<file path="src/rtl/atm_keypad_if.sv">
// Keypad strobe/mode inputs and the registered results offered to the transaction FSM.
// The keypad driver holds master; atm_keypad_entry holds slave.
interface atm_keypad_if;
  logic       key_valid;
  logic [3:0] key_code;
  logic [1:0] entry_mode;
  logic [3:0] pin_out;
  logic [5:0] amount_out;
  logic [1:0] op_out;
  logic       pin_done;
  logic       amount_done;
  logic       op_done;
  logic       exit_req;
  logic       home_req;
  logic       entry_error;
  logic [1:0] digit_count;
  logic       timeout_o;

  modport master (
    output key_valid, key_code, entry_mode,
    input  pin_out, amount_out, op_out, pin_done, amount_done, op_done,
           exit_req, home_req, entry_error, digit_count, timeout_o
  );

  modport slave (
    input  key_valid, key_code, entry_mode,
    output pin_out, amount_out, op_out, pin_done, amount_done, op_done,
           exit_req, home_req, entry_error, digit_count, timeout_o
  );
endinterface

</file>
<file path="src/rtl/atm_keypad_entry.sv">
// Keypad front-end: two-digit decimal accumulator with range-checked PIN/amount/operation results.
// Optional inactivity abort is built when KEYPAD_TIMEOUT_EN is defined.
module atm_keypad_entry #(
  parameter int TIMEOUT_CYCLES = 1000,
  parameter int PIN_MAX        = 15,
  parameter int AMT_MAX        = 63
) (
  input  logic        clk,
  input  logic        rst,
  atm_keypad_if.slave kp
);

  typedef enum logic [1:0] {S_EMPTY = 2'd0, S_ONE = 2'd1, S_TWO = 2'd2} state_t;

  localparam logic [6:0] PIN_MAX_C = 7'(PIN_MAX);
  localparam logic [6:0] AMT_MAX_C = 7'(AMT_MAX);
  localparam logic [3:0] K_ENTER   = 4'hA;
  localparam logic [3:0] K_CLEAR   = 4'hB;
  localparam logic [3:0] K_CANCEL  = 4'hC;
  localparam logic [3:0] K_HOME    = 4'hD;

  state_t     state_r, state_nxt_s, state_base_s;
  logic [6:0] acc_r, acc_nxt_s, acc_base_s;
  logic [1:0] mode_prev_r;
  logic       mode_chg_s, key_act_s, is_digit_s, timeout_hit_s;

  logic [3:0] pin_r, pin_nxt_s;
  logic [5:0] amount_r, amount_nxt_s;
  logic [1:0] op_r, op_nxt_s;
  logic       pin_done_r, amount_done_r, op_done_r, exit_r, home_r, err_r, timeout_r;
  logic       pin_done_s, amount_done_s, op_done_s, exit_s, home_s, err_s, timeout_s;

  function automatic logic [6:0] acc_push(input logic [6:0] acc, input logic [3:0] d);
    acc_push = (acc << 3) + (acc << 1) + {3'b000, d};
  endfunction

  assign mode_chg_s = (kp.entry_mode != mode_prev_r);
  assign key_act_s  = kp.key_valid && (kp.entry_mode != 2'b11);
  assign is_digit_s = (kp.key_code <= 4'd9);

`ifdef KEYPAD_TIMEOUT_EN
  localparam int TW = $clog2(TIMEOUT_CYCLES + 1);
  logic [TW-1:0] idle_cnt_r;

  // Idle counter: runs only while a partial entry is held and no key arrives.
  always_ff @(posedge clk) begin
    if (rst) begin
      idle_cnt_r <= '0;
    end else if ((state_r == S_EMPTY) || kp.key_valid || mode_chg_s) begin
      idle_cnt_r <= '0;
    end else begin
      idle_cnt_r <= idle_cnt_r + TW'(1'b1);
    end
  end

  assign timeout_hit_s = (state_r != S_EMPTY) && !kp.key_valid && !mode_chg_s &&
                         (kp.entry_mode != 2'b11) && (idle_cnt_r == TW'(TIMEOUT_CYCLES - 1));
`else
  localparam int unused_timeout_c = TIMEOUT_CYCLES;
  assign timeout_hit_s = 1'b0;
`endif

  // A mode change or the disabled mode drops the partial entry before any key is applied.
  always_comb begin
    if (mode_chg_s || (kp.entry_mode == 2'b11)) begin
      state_base_s = S_EMPTY;
      acc_base_s   = 7'd0;
    end else begin
      state_base_s = state_r;
      acc_base_s   = acc_r;
    end
  end

  // State register.
  always_ff @(posedge clk) begin
    if (rst) begin
      state_r     <= S_EMPTY;
      acc_r       <= 7'd0;
      mode_prev_r <= 2'b00;
    end else begin
      state_r     <= state_nxt_s;
      acc_r       <= acc_nxt_s;
      mode_prev_r <= kp.entry_mode;
    end
  end

  // Next-state logic.
  always_comb begin
    state_nxt_s = state_base_s;
    acc_nxt_s   = acc_base_s;
    if (key_act_s) begin
      if (is_digit_s) begin
        if (kp.entry_mode == 2'b10) begin
          state_nxt_s = S_EMPTY;
          acc_nxt_s   = 7'd0;
        end else begin
          case (state_base_s)
            S_EMPTY: begin state_nxt_s = S_ONE; acc_nxt_s = acc_push(acc_base_s, kp.key_code); end
            S_ONE:   begin state_nxt_s = S_TWO; acc_nxt_s = acc_push(acc_base_s, kp.key_code); end
            S_TWO:   begin state_nxt_s = S_TWO; acc_nxt_s = acc_base_s; end
            default: begin state_nxt_s = S_EMPTY; acc_nxt_s = 7'd0; end
          endcase
        end
      end else begin
        case (kp.key_code)
          K_ENTER, K_CLEAR, K_CANCEL, K_HOME: begin state_nxt_s = S_EMPTY; acc_nxt_s = 7'd0; end
          default:                            begin state_nxt_s = state_base_s; acc_nxt_s = acc_base_s; end
        endcase
      end
    end else if (timeout_hit_s) begin
      state_nxt_s = S_EMPTY;
      acc_nxt_s   = 7'd0;
    end else begin
      state_nxt_s = state_base_s;
      acc_nxt_s   = acc_base_s;
    end
  end

  // Output decode: value updates and the single pulse for this key.
  always_comb begin
    pin_nxt_s     = pin_r;
    amount_nxt_s  = amount_r;
    op_nxt_s      = op_r;
    pin_done_s    = 1'b0;
    amount_done_s = 1'b0;
    op_done_s     = 1'b0;
    exit_s        = 1'b0;
    home_s        = 1'b0;
    err_s         = 1'b0;
    timeout_s     = 1'b0;
    if (key_act_s) begin
      if (is_digit_s) begin
        if (kp.entry_mode == 2'b10) begin
          case (kp.key_code)
            4'd0:    begin op_nxt_s = 2'b11; op_done_s = 1'b1; end
            4'd1:    begin op_nxt_s = 2'b00; op_done_s = 1'b1; end
            4'd2:    begin op_nxt_s = 2'b01; op_done_s = 1'b1; end
            4'd3:    begin op_nxt_s = 2'b10; op_done_s = 1'b1; end
            default: err_s = 1'b1;
          endcase
        end else if (state_base_s == S_TWO) begin
          err_s = 1'b1;
        end else begin
          err_s = 1'b0;
        end
      end else begin
        case (kp.key_code)
          K_ENTER: begin
            if (kp.entry_mode == 2'b10) begin
              err_s = 1'b0;
            end else if (state_base_s == S_EMPTY) begin
              err_s = 1'b1;
            end else if (kp.entry_mode == 2'b00) begin
              if (acc_base_s <= PIN_MAX_C) begin
                pin_nxt_s  = acc_base_s[3:0];
                pin_done_s = 1'b1;
              end else begin
                err_s = 1'b1;
              end
            end else begin
              if ((acc_base_s >= 7'd1) && (acc_base_s <= AMT_MAX_C)) begin
                amount_nxt_s  = acc_base_s[5:0];
                amount_done_s = 1'b1;
              end else begin
                err_s = 1'b1;
              end
            end
          end
          K_CANCEL: exit_s = 1'b1;
          K_HOME:   home_s = 1'b1;
          default:  err_s  = 1'b0;
        endcase
      end
    end else if (timeout_hit_s) begin
      exit_s    = 1'b1;
      timeout_s = 1'b1;
    end else begin
      err_s = 1'b0;
    end
  end

  // Registered result values and pulses.
  always_ff @(posedge clk) begin
    if (rst) begin
      pin_r         <= 4'd0;
      amount_r      <= 6'd0;
      op_r          <= 2'b00;
      pin_done_r    <= 1'b0;
      amount_done_r <= 1'b0;
      op_done_r     <= 1'b0;
      exit_r        <= 1'b0;
      home_r        <= 1'b0;
      err_r         <= 1'b0;
      timeout_r     <= 1'b0;
    end else begin
      pin_r         <= pin_nxt_s;
      amount_r      <= amount_nxt_s;
      op_r          <= op_nxt_s;
      pin_done_r    <= pin_done_s;
      amount_done_r <= amount_done_s;
      op_done_r     <= op_done_s;
      exit_r        <= exit_s;
      home_r        <= home_s;
      err_r         <= err_s;
      timeout_r     <= timeout_s;
    end
  end

  // Digit count decoded from the state register.
  always_comb begin
    case (state_r)
      S_ONE:   kp.digit_count = 2'd1;
      S_TWO:   kp.digit_count = 2'd2;
      default: kp.digit_count = 2'd0;
    endcase
  end

  assign kp.pin_out     = pin_r;
  assign kp.amount_out  = amount_r;
  assign kp.op_out      = op_r;
  assign kp.pin_done    = pin_done_r;
  assign kp.amount_done = amount_done_r;
  assign kp.op_done     = op_done_r;
  assign kp.exit_req    = exit_r;
  assign kp.home_req    = home_r;
  assign kp.entry_error = err_r;
  assign kp.timeout_o   = timeout_r;

endmodule

</file>
<file path="src/flat_wrapper.sv">
// flat-port wrapper written by rule: the top's interface ports become plain ports
module atm_keypad_entry_flat 
#(
  parameter int TIMEOUT_CYCLES = 1000,
  parameter int PIN_MAX        = 15,
  parameter int AMT_MAX        = 63
)
  (clk, rst, kp_key_valid, kp_key_code, kp_entry_mode, kp_pin_out, kp_amount_out, kp_op_out, kp_pin_done, kp_amount_done, kp_op_done, kp_exit_req, kp_home_req, kp_entry_error, kp_digit_count, kp_timeout_o);
  atm_keypad_if kp_i ();
  input  logic clk;
  input  logic rst;
  input wire logic [$bits(kp_i.key_valid)-1:0] kp_key_valid;
  input wire logic [$bits(kp_i.key_code)-1:0] kp_key_code;
  input wire logic [$bits(kp_i.entry_mode)-1:0] kp_entry_mode;
  output wire logic [$bits(kp_i.pin_out)-1:0] kp_pin_out;
  output wire logic [$bits(kp_i.amount_out)-1:0] kp_amount_out;
  output wire logic [$bits(kp_i.op_out)-1:0] kp_op_out;
  output wire logic [$bits(kp_i.pin_done)-1:0] kp_pin_done;
  output wire logic [$bits(kp_i.amount_done)-1:0] kp_amount_done;
  output wire logic [$bits(kp_i.op_done)-1:0] kp_op_done;
  output wire logic [$bits(kp_i.exit_req)-1:0] kp_exit_req;
  output wire logic [$bits(kp_i.home_req)-1:0] kp_home_req;
  output wire logic [$bits(kp_i.entry_error)-1:0] kp_entry_error;
  output wire logic [$bits(kp_i.digit_count)-1:0] kp_digit_count;
  output wire logic [$bits(kp_i.timeout_o)-1:0] kp_timeout_o;
  assign kp_i.key_valid = kp_key_valid;
  assign kp_i.key_code = kp_key_code;
  assign kp_i.entry_mode = kp_entry_mode;
  assign kp_pin_out = kp_i.pin_out;
  assign kp_amount_out = kp_i.amount_out;
  assign kp_op_out = kp_i.op_out;
  assign kp_pin_done = kp_i.pin_done;
  assign kp_amount_done = kp_i.amount_done;
  assign kp_op_done = kp_i.op_done;
  assign kp_exit_req = kp_i.exit_req;
  assign kp_home_req = kp_i.home_req;
  assign kp_entry_error = kp_i.entry_error;
  assign kp_digit_count = kp_i.digit_count;
  assign kp_timeout_o = kp_i.timeout_o;
  atm_keypad_entry #(.TIMEOUT_CYCLES(TIMEOUT_CYCLES), .PIN_MAX(PIN_MAX), .AMT_MAX(AMT_MAX)) u_core (.clk(clk), .rst(rst), .kp(kp_i));
endmodule
</file>
<file path="config.mk">
export PLATFORM = sky130hd
export DESIGN_NAME = atm_keypad_entry_flat
export DESIGN_NICKNAME = d
export VERILOG_FILES = /design/src/rtl/atm_keypad_if.sv /design/src/rtl/atm_keypad_entry.sv /design/src/flat_wrapper.sv
export SDC_FILE = /design/constraint.sdc
export NUM_CORES = 1
export LEC_CHECK = 0
export CAP_MARGIN = 0
export CORE_ASPECT_RATIO = 2
export CORE_MARGIN = 1
export CORE_UTILIZATION = 39
export CTS_CLUSTER_DIAMETER = 120
export DETAILED_ROUTE_END_ITERATION = 6
export GPL_TIMING_DRIVEN = 0
export HOLD_SLACK_MARGIN = 0.03
export SLEW_MARGIN = 5
export SYNTH_ARGS = -nofsm -noshare
export SYNTH_HDL_FRONTEND = slang
export SYNTH_SLANG_ARGS = --single-unit
</file>
<file path="constraint.sdc">
create_clock -name clk -period 8.5 [get_ports clk]
set_clock_uncertainty 0.2 [all_clocks]
set_input_delay 2.125 -clock clk [delete_from_list [all_inputs] [get_ports clk]]
set_output_delay 2.125 -clock clk [all_outputs]
set_load 0.03 [all_outputs]
</file>
==> metrics.log <==
[metrics] DRT Pass-1 Iters: 4
[metrics] GRT Total Usage: 0.198
[metrics] final wirelength: 3.82 mm
[metrics] switch share: 0.262
[metrics] count of routing violations after the opening detailed-route iteration: 28
[metrics] normalized max-slew margin: 0.608
[metrics] share of the yosys chip area belonging to registers: 0.364
[metrics] PostCTS Resize Cnt: 0
[metrics] Data arrival, critical path: 5.66 ns
[metrics] count of mapped cells out of synthesis: 178
[metrics] later-pin clock latency in the skew report: 0.28 ns
[metrics] routing usage on met3: 0.0429
[metrics] outcome: finished clean
[metrics] overall die height: 92.5 um
[metrics] number of storage elements in the synthesis netlist: 29
[metrics] fraction of met1 tracks used by global routing: 0.198
[metrics] post-detailed-route via-to-cell ratio: 5.42
[metrics] final count of pins violating max slew: 0
[metrics] part of the power in combinational logic: 0.113
[metrics] syn_area_per_cell: 8.96 um^2
[metrics] primary flip-flop cell chosen by synthesis mapping: sky130_fd_sc_hd__dfxtp_1
[metrics] Site Rows: 32
[metrics] nets@finish: 229
[metrics] Final ANT Viol Nets: 0
[metrics] number of H-tree levels: 2
[metrics] vias after detailed routing: 1410
[metrics] die outline width: 47.2 um
[metrics] Post-DP HPWL: 3.06 mm
[metrics] routed length per instance: 14.7 um
[metrics] net switching power: 73.3 uW
[metrics] share of total power in sequential cells: 0.496
[metrics] antenna violations before repair: 0
[metrics] top cell types by occurrence after synthesis: sky130_fd_sc_hd__nor2_1 (30), sky130_fd_sc_hd__dfxtp_1 (29), sky130_fd_sc_hd__ha_1 (11), sky130_fd_sc_hd__mux2i_1 (11), sky130_fd_sc_hd__nand2_1 (11)
[metrics] area added between synthesis and finish: 23.6%
[metrics] most frequently used cell type in the post-synthesis netlist: sky130_fd_sc_hd__nor2_1
[metrics] GR met2 Demand/Resource: 0.339
[metrics] VDD IR max: 0.133 mV
[metrics] die area: 0.00437 mm^2
[metrics] cell taking the most area after synthesis: sky130_fd_sc_hd__dfxtp_1
[metrics] cell area after synthesis: 0.00160 mm^2
[metrics] number of design rule violations left after detail routing: 0
[metrics] first-pass GRT wire length: 6.23 mm
[metrics] number of sinks on the clock net: 29
[metrics] final antenna diode count: 0
[metrics] number of flops mapped to enable cells by yosys: 0
[metrics] Core Area: 0.00388 mm^2
[metrics] fraction of final layout cells with drive strength greater than 1: 0.0718
[metrics] asr flop ratio synth: 0
[metrics] Total Neg Setup Slack: 0 ns
[metrics] initial core utilization: 0.411
[metrics] vias in the first global route: 1387
[metrics] classification of the worst setup path: in -> reg
[metrics] Hold Vio Cnt, Final: 0
[metrics] max-cap violation count: 0
[metrics] Required @ worst endpoint: 8.51 ns
[metrics] pin slew with the least headroom to its limit: 0.585 ns
[metrics] portion of total power attributed to the clock network: 0.391
[metrics] number of warnings issued by yosys: 0
[metrics] final worst path period share: 0.665
[metrics] number of different library cells in the post-synthesis netlist: 44
[metrics] quantity of I/O buffers inserted on ports: 23
[metrics] Period minus WS final: 5.65 ns
[metrics] Fmax achieved: 177 MHz
[metrics] final weighted congestion of routability-driven global placement: 0.825
[metrics] Total Power: 279 uW
[metrics] final-report setup violation count: 0
[metrics] CTS Hold Buffers Added: 0
[metrics] CTS tree: done
[metrics] largest cells by area after synthesis: sky130_fd_sc_hd__dfxtp_1 (36%), sky130_fd_sc_hd__ha_1 (8.6%), sky130_fd_sc_hd__nor2_1 (7.1%)
[metrics] setup repair after global routing missed its margin: false
[metrics] Most Used Layer, Global Route: met2
[metrics] power per cell area: 142 mW/mm^2
[metrics] post-CTS setup repair buffer count: 0
[metrics] number of buffers on the longest clock path: 2
[metrics] cell internal pwr: 206 uW
[metrics] category of the worst setup path launch point: input port
[metrics] Clk Tree Root Cell: sky130_fd_sc_hd__clkbuf_8
[metrics] Post-Syn Nets: 199
[metrics] share of the synthesized area in the top cell type: 0.364
[metrics] Setup crit end kind: flip-flop
[metrics] worst-path fanout max: 10
[metrics] static leakage power: 0.876 nW
[metrics] clock slew at reported path FFs: 0.06 ns
[metrics] largest net degree at the start of global routing: 11
[metrics] number of buffers added by the clock tree synthesis step: 5
[metrics] Top Ports: 30
[metrics] worst hold path type: reg -> reg
[metrics] total congestion overflow: 0
[kinds of logic after synthesis]
family / synth area share
buffers and inverters: 0.0384
xor gates and xnor gates: 0.0439
muxes: 0.0690
DFF: 0.364
other: 0.00235
adders and majority gates: 0.0988
AOI/OAI and AO/OA: 0.153
and+or+nand+nor: 0.231
[registers in the layout, indices dropped and copies added, names as in the netlist]
register	cells
u_core.acc_r	7
u_core.kp.amount_done	1
u_core.kp.amount_out	6
u_core.kp.entry_error	1
u_core.kp.exit_req	1
u_core.kp.home_req	1
u_core.kp.op_done	1
u_core.kp.op_out	2
u_core.kp.pin_done	1
u_core.kp.pin_out	4
u_core.mode_prev_r	2
u_core.state_r	2
[critical path: stages]
cell                       delay [ns]
sky130_fd_sc_hd__buf_6           0.12
sky130_fd_sc_hd__xor2_1          0.19
sky130_fd_sc_hd__o32ai_2         0.49
sky130_fd_sc_hd__clkbuf_1        0.37
sky130_fd_sc_hd__and2_1          0.35
sky130_fd_sc_hd__ha_1            0.30
sky130_fd_sc_hd__ha_1            0.23
sky130_fd_sc_hd__fa_1            0.40
sky130_fd_sc_hd__a21o_1          0.19
sky130_fd_sc_hd__a21oi_1         0.17
sky130_fd_sc_hd__xnor2_1         0.11
sky130_fd_sc_hd__or4_1           0.48
sky130_fd_sc_hd__a31oi_1         0.14
[metrics by stage]
| stage | instance area (um^2) | instances | util | worst slack (ns) | hold WS [ns] |
|---|---|---|---|---|---|
| 4_1_cts | 1970 | 260 | 0.508 | 2.85 | 0.304 |
| 2_1_floorplan | 1600 | 178 | - | 3.14 | 0.268 |
| 6_report | 1970 | 260 | 0.508 | 2.85 | 0.297 |
| 3_5_place_dp | 1890 | 252 | 0.486 | 2.57 | 0.287 |
| 5_1_grt | 1970 | 260 | 0.508 | 2.61 | 0.331 |
| 3_3_place_gp | 1890 | 252 | 0.486 | 2.63 | 0.283 |
[final cells by class]
| class | count | area [um^2] |
|---|---|---|
| multi-input combinational | 136 | 953 |
| timing repair buffer | 23 | 230 |
| tap | 51 | 63.8 |
| buffer | 10 | 50.0 |
| inverter | 3 | 11.3 |
| clock buffer | 6 | 72.6 |
| clock inverter | 2 | 10.0 |
| sequential | 29 | 581 |
| fill | 395 | 1910 |
[layout by cell type (no fill, tap or decap), types with 2 or more instances in the layout]
master                            netlist  layout
sky130_fd_sc_hd__nor2_1                30      30
sky130_fd_sc_hd__dfxtp_1               29      29
sky130_fd_sc_hd__clkdlybuf4s50_1        0      23
sky130_fd_sc_hd__nand2_1               11      11
sky130_fd_sc_hd__mux2i_1               11      11
sky130_fd_sc_hd__ha_1                  11      11
sky130_fd_sc_hd__clkbuf_1               7       8
sky130_fd_sc_hd__and2_1                 7       7
sky130_fd_sc_hd__nor2b_1                7       7
sky130_fd_sc_hd__a22oi_1                7       7
sky130_fd_sc_hd__a21oi_1                6       6
sky130_fd_sc_hd__clkbuf_8               0       5
sky130_fd_sc_hd__xor2_1                 4       4
sky130_fd_sc_hd__xnor2_1                4       4
sky130_fd_sc_hd__inv_1                  3       3
sky130_fd_sc_hd__and3_1                 3       3
sky130_fd_sc_hd__o211ai_1               3       3
sky130_fd_sc_hd__nand2b_1               2       2
sky130_fd_sc_hd__o21ai_0                2       2
sky130_fd_sc_hd__nor4_1                 2       2
sky130_fd_sc_hd__nor3_1                 2       2
sky130_fd_sc_hd__nand4_1                2       2
sky130_fd_sc_hd__a21o_1                 2       2
sky130_fd_sc_hd__clkinv_2               0       2
[layer usage]
metal / vias up / wire [um] / part of all wire
met1: 656 / 1310 / 0.34
met4: 0 / 187 / 0.049
met2: 55 / 2110 / 0.55
met3: 18 / 206 / 0.054
li1: 681 / - / -
met5: - / 0 / 0
[final timing paths]
path                            cells after the start                               end  slack [ns]                              from
worst max-delay path                               13        u_core.acc_r[6]$_SDFF_PP0_        2.85                  kp_entry_mode[0]
worst min-delay path                                2  u_core.kp.op_out[1]$_SDFFE_PP0P_        0.30  u_core.kp.op_out[1]$_SDFFE_PP0P_
worst max register to register                     12        u_core.acc_r[6]$_SDFF_PP0_        4.52  u_core.mode_prev_r[0]$_SDFF_PP0_
worst min register to register                      2  u_core.kp.op_out[1]$_SDFFE_PP0P_        0.30  u_core.kp.op_out[1]$_SDFFE_PP0P_
[power groups by stage]
stage                     registers, mW  logic, mW  clock network [mW]
after global placement            0.142     0.0306                   0
after global routing              0.139     0.0346               0.117
final                             0.139     0.0317               0.109
after CTS                         0.139     0.0317               0.112
after floorplan                   0.142     0.0212                   0
after detailed placement          0.142     0.0315                   0
No activity file was read; power rests on OpenSTA's default activity.
==> edit: new RTL, same flow settings <==
Re-encode `state_t` (3 states) as one-hot, 3 bits wide.
--- a/src/rtl/atm_keypad_entry.sv
+++ b/src/rtl/atm_keypad_entry.sv
@@ -10,7 +10,7 @@
   atm_keypad_if.slave kp
 );
 
-  typedef enum logic [1:0] {S_EMPTY = 2'd0, S_ONE = 2'd1, S_TWO = 2'd2} state_t;
+  typedef enum logic [2:0] {S_EMPTY = 3'b001, S_ONE = 3'b010, S_TWO = 3'b100} state_t;
 
   localparam logic [6:0] PIN_MAX_C = 7'(PIN_MAX);
   localparam logic [6:0] AMT_MAX_C = 7'(AMT_MAX);
Behaviour: no difference found for any inputs over 4 cycles, from zero or initial values and one cycle with rst high; so few cycles prove little.
==> edit against the unedited design <==
Design area up 4.3%; routed wire length grew 8.6%; synthesized area is 1.6% higher; critical path depth fell by 1; worst setup slack gained 0.55 ns; power is 29% higher; largest power group is now the clock network; worst hold slack lost 0.039 ns; sequential cell count increased by 1.
==> edit: results <==
[setup_path]
cpLargestDelayFamily = adder cells
worst_path_max_delay_cell = o32ai_4
rrSetupSlack_ns = 5.09
rr_worst_depth = 11
cp.arrival_ns = 5.08
critPathMaxFanout = 9

[grt]
grt_util_met2_pct = 38.01
grtUsageMet3_pct = 4.826
grt_use_total_pct = 21.87
first_global_vias = 1530
grt_pass1_wl_mm = 6.913
use_met1_pct = 21.22

[sta]
fin_ws_ns = 3.395
hold-worst-slack_ns = 0.2576

[placed_design]
placed_cells = 257
dpl.hpwl_mm = 3.212
gp_congestion = 0.9700
dp_worst_setup_slack_ns = 3.098
dpl_cell_area_um2 = 1914

[logic_synthesis]
synth_adder_area_share_pct = 6.641
yosys-top-cells-area = dfxtp_1 (37%), mux2i_1 (6.2%), ha_1 (5.4%), nor2_1 (5.3%), xnor2_1 (3.8%)
synth_fp_nets = 200
synthTopCellsByCount = dfxtp_1 (30), nor2_1 (23), nand2_1 (12), mux2i_1 (10), a21oi_1 (9)
synth_xor_area_share_pct = 5.946
muxShareOfSynthArea_pct = 6.178
synth_compound_area_share_pct = 16.45

[pwr]
p_switching_mw = 0.08135
p_leak_nw = 0.8505

[route]
wl_met1_mm = 1.548
wl_per_cell_um = 15.63

[outcome]
status = finished clean

[cells_and_area]
final_util_pct = 52.42
[edit: layout make-up]
class / count / share of cell area (%)
multi-input combinational: 139 / 46.47
sequential: 30 / 29.20
timing repair buffer: 23 / 11.19
clock buffer: 6 / 4.015
tap: 51 / 3.102
clock inverter: 2 / 2.920
buffer: 13 / 2.920
inverter: 1 / 0.1825
[edit: cells by family after synthesis]
kind of cell    count (synthesis)
compound gates                 36
xor+xnor                       11
fa+ha+maj                       8
buf+inv                        14
flops                          30
mux                            10
other cells                     1
simple gates                   73
[edit: power by group through the flow]
stage	Clock [mW]	Combinational (mW)	Sequential, mW
final	0.183	0.0341	0.144
after global routing	0.190	0.0371	0.144
after CTS	0.184	0.0338	0.144
after detailed placement	0	0.0337	0.147
after global placement	0	0.0329	0.147
after floorplan	0	0.0231	0.147
[edit: worst min-delay path, stage by stage, from the launching register on]
cell	delay, ns
dfxtp_1	0.31
nand2_1	0.05
a21oi_1	0.05
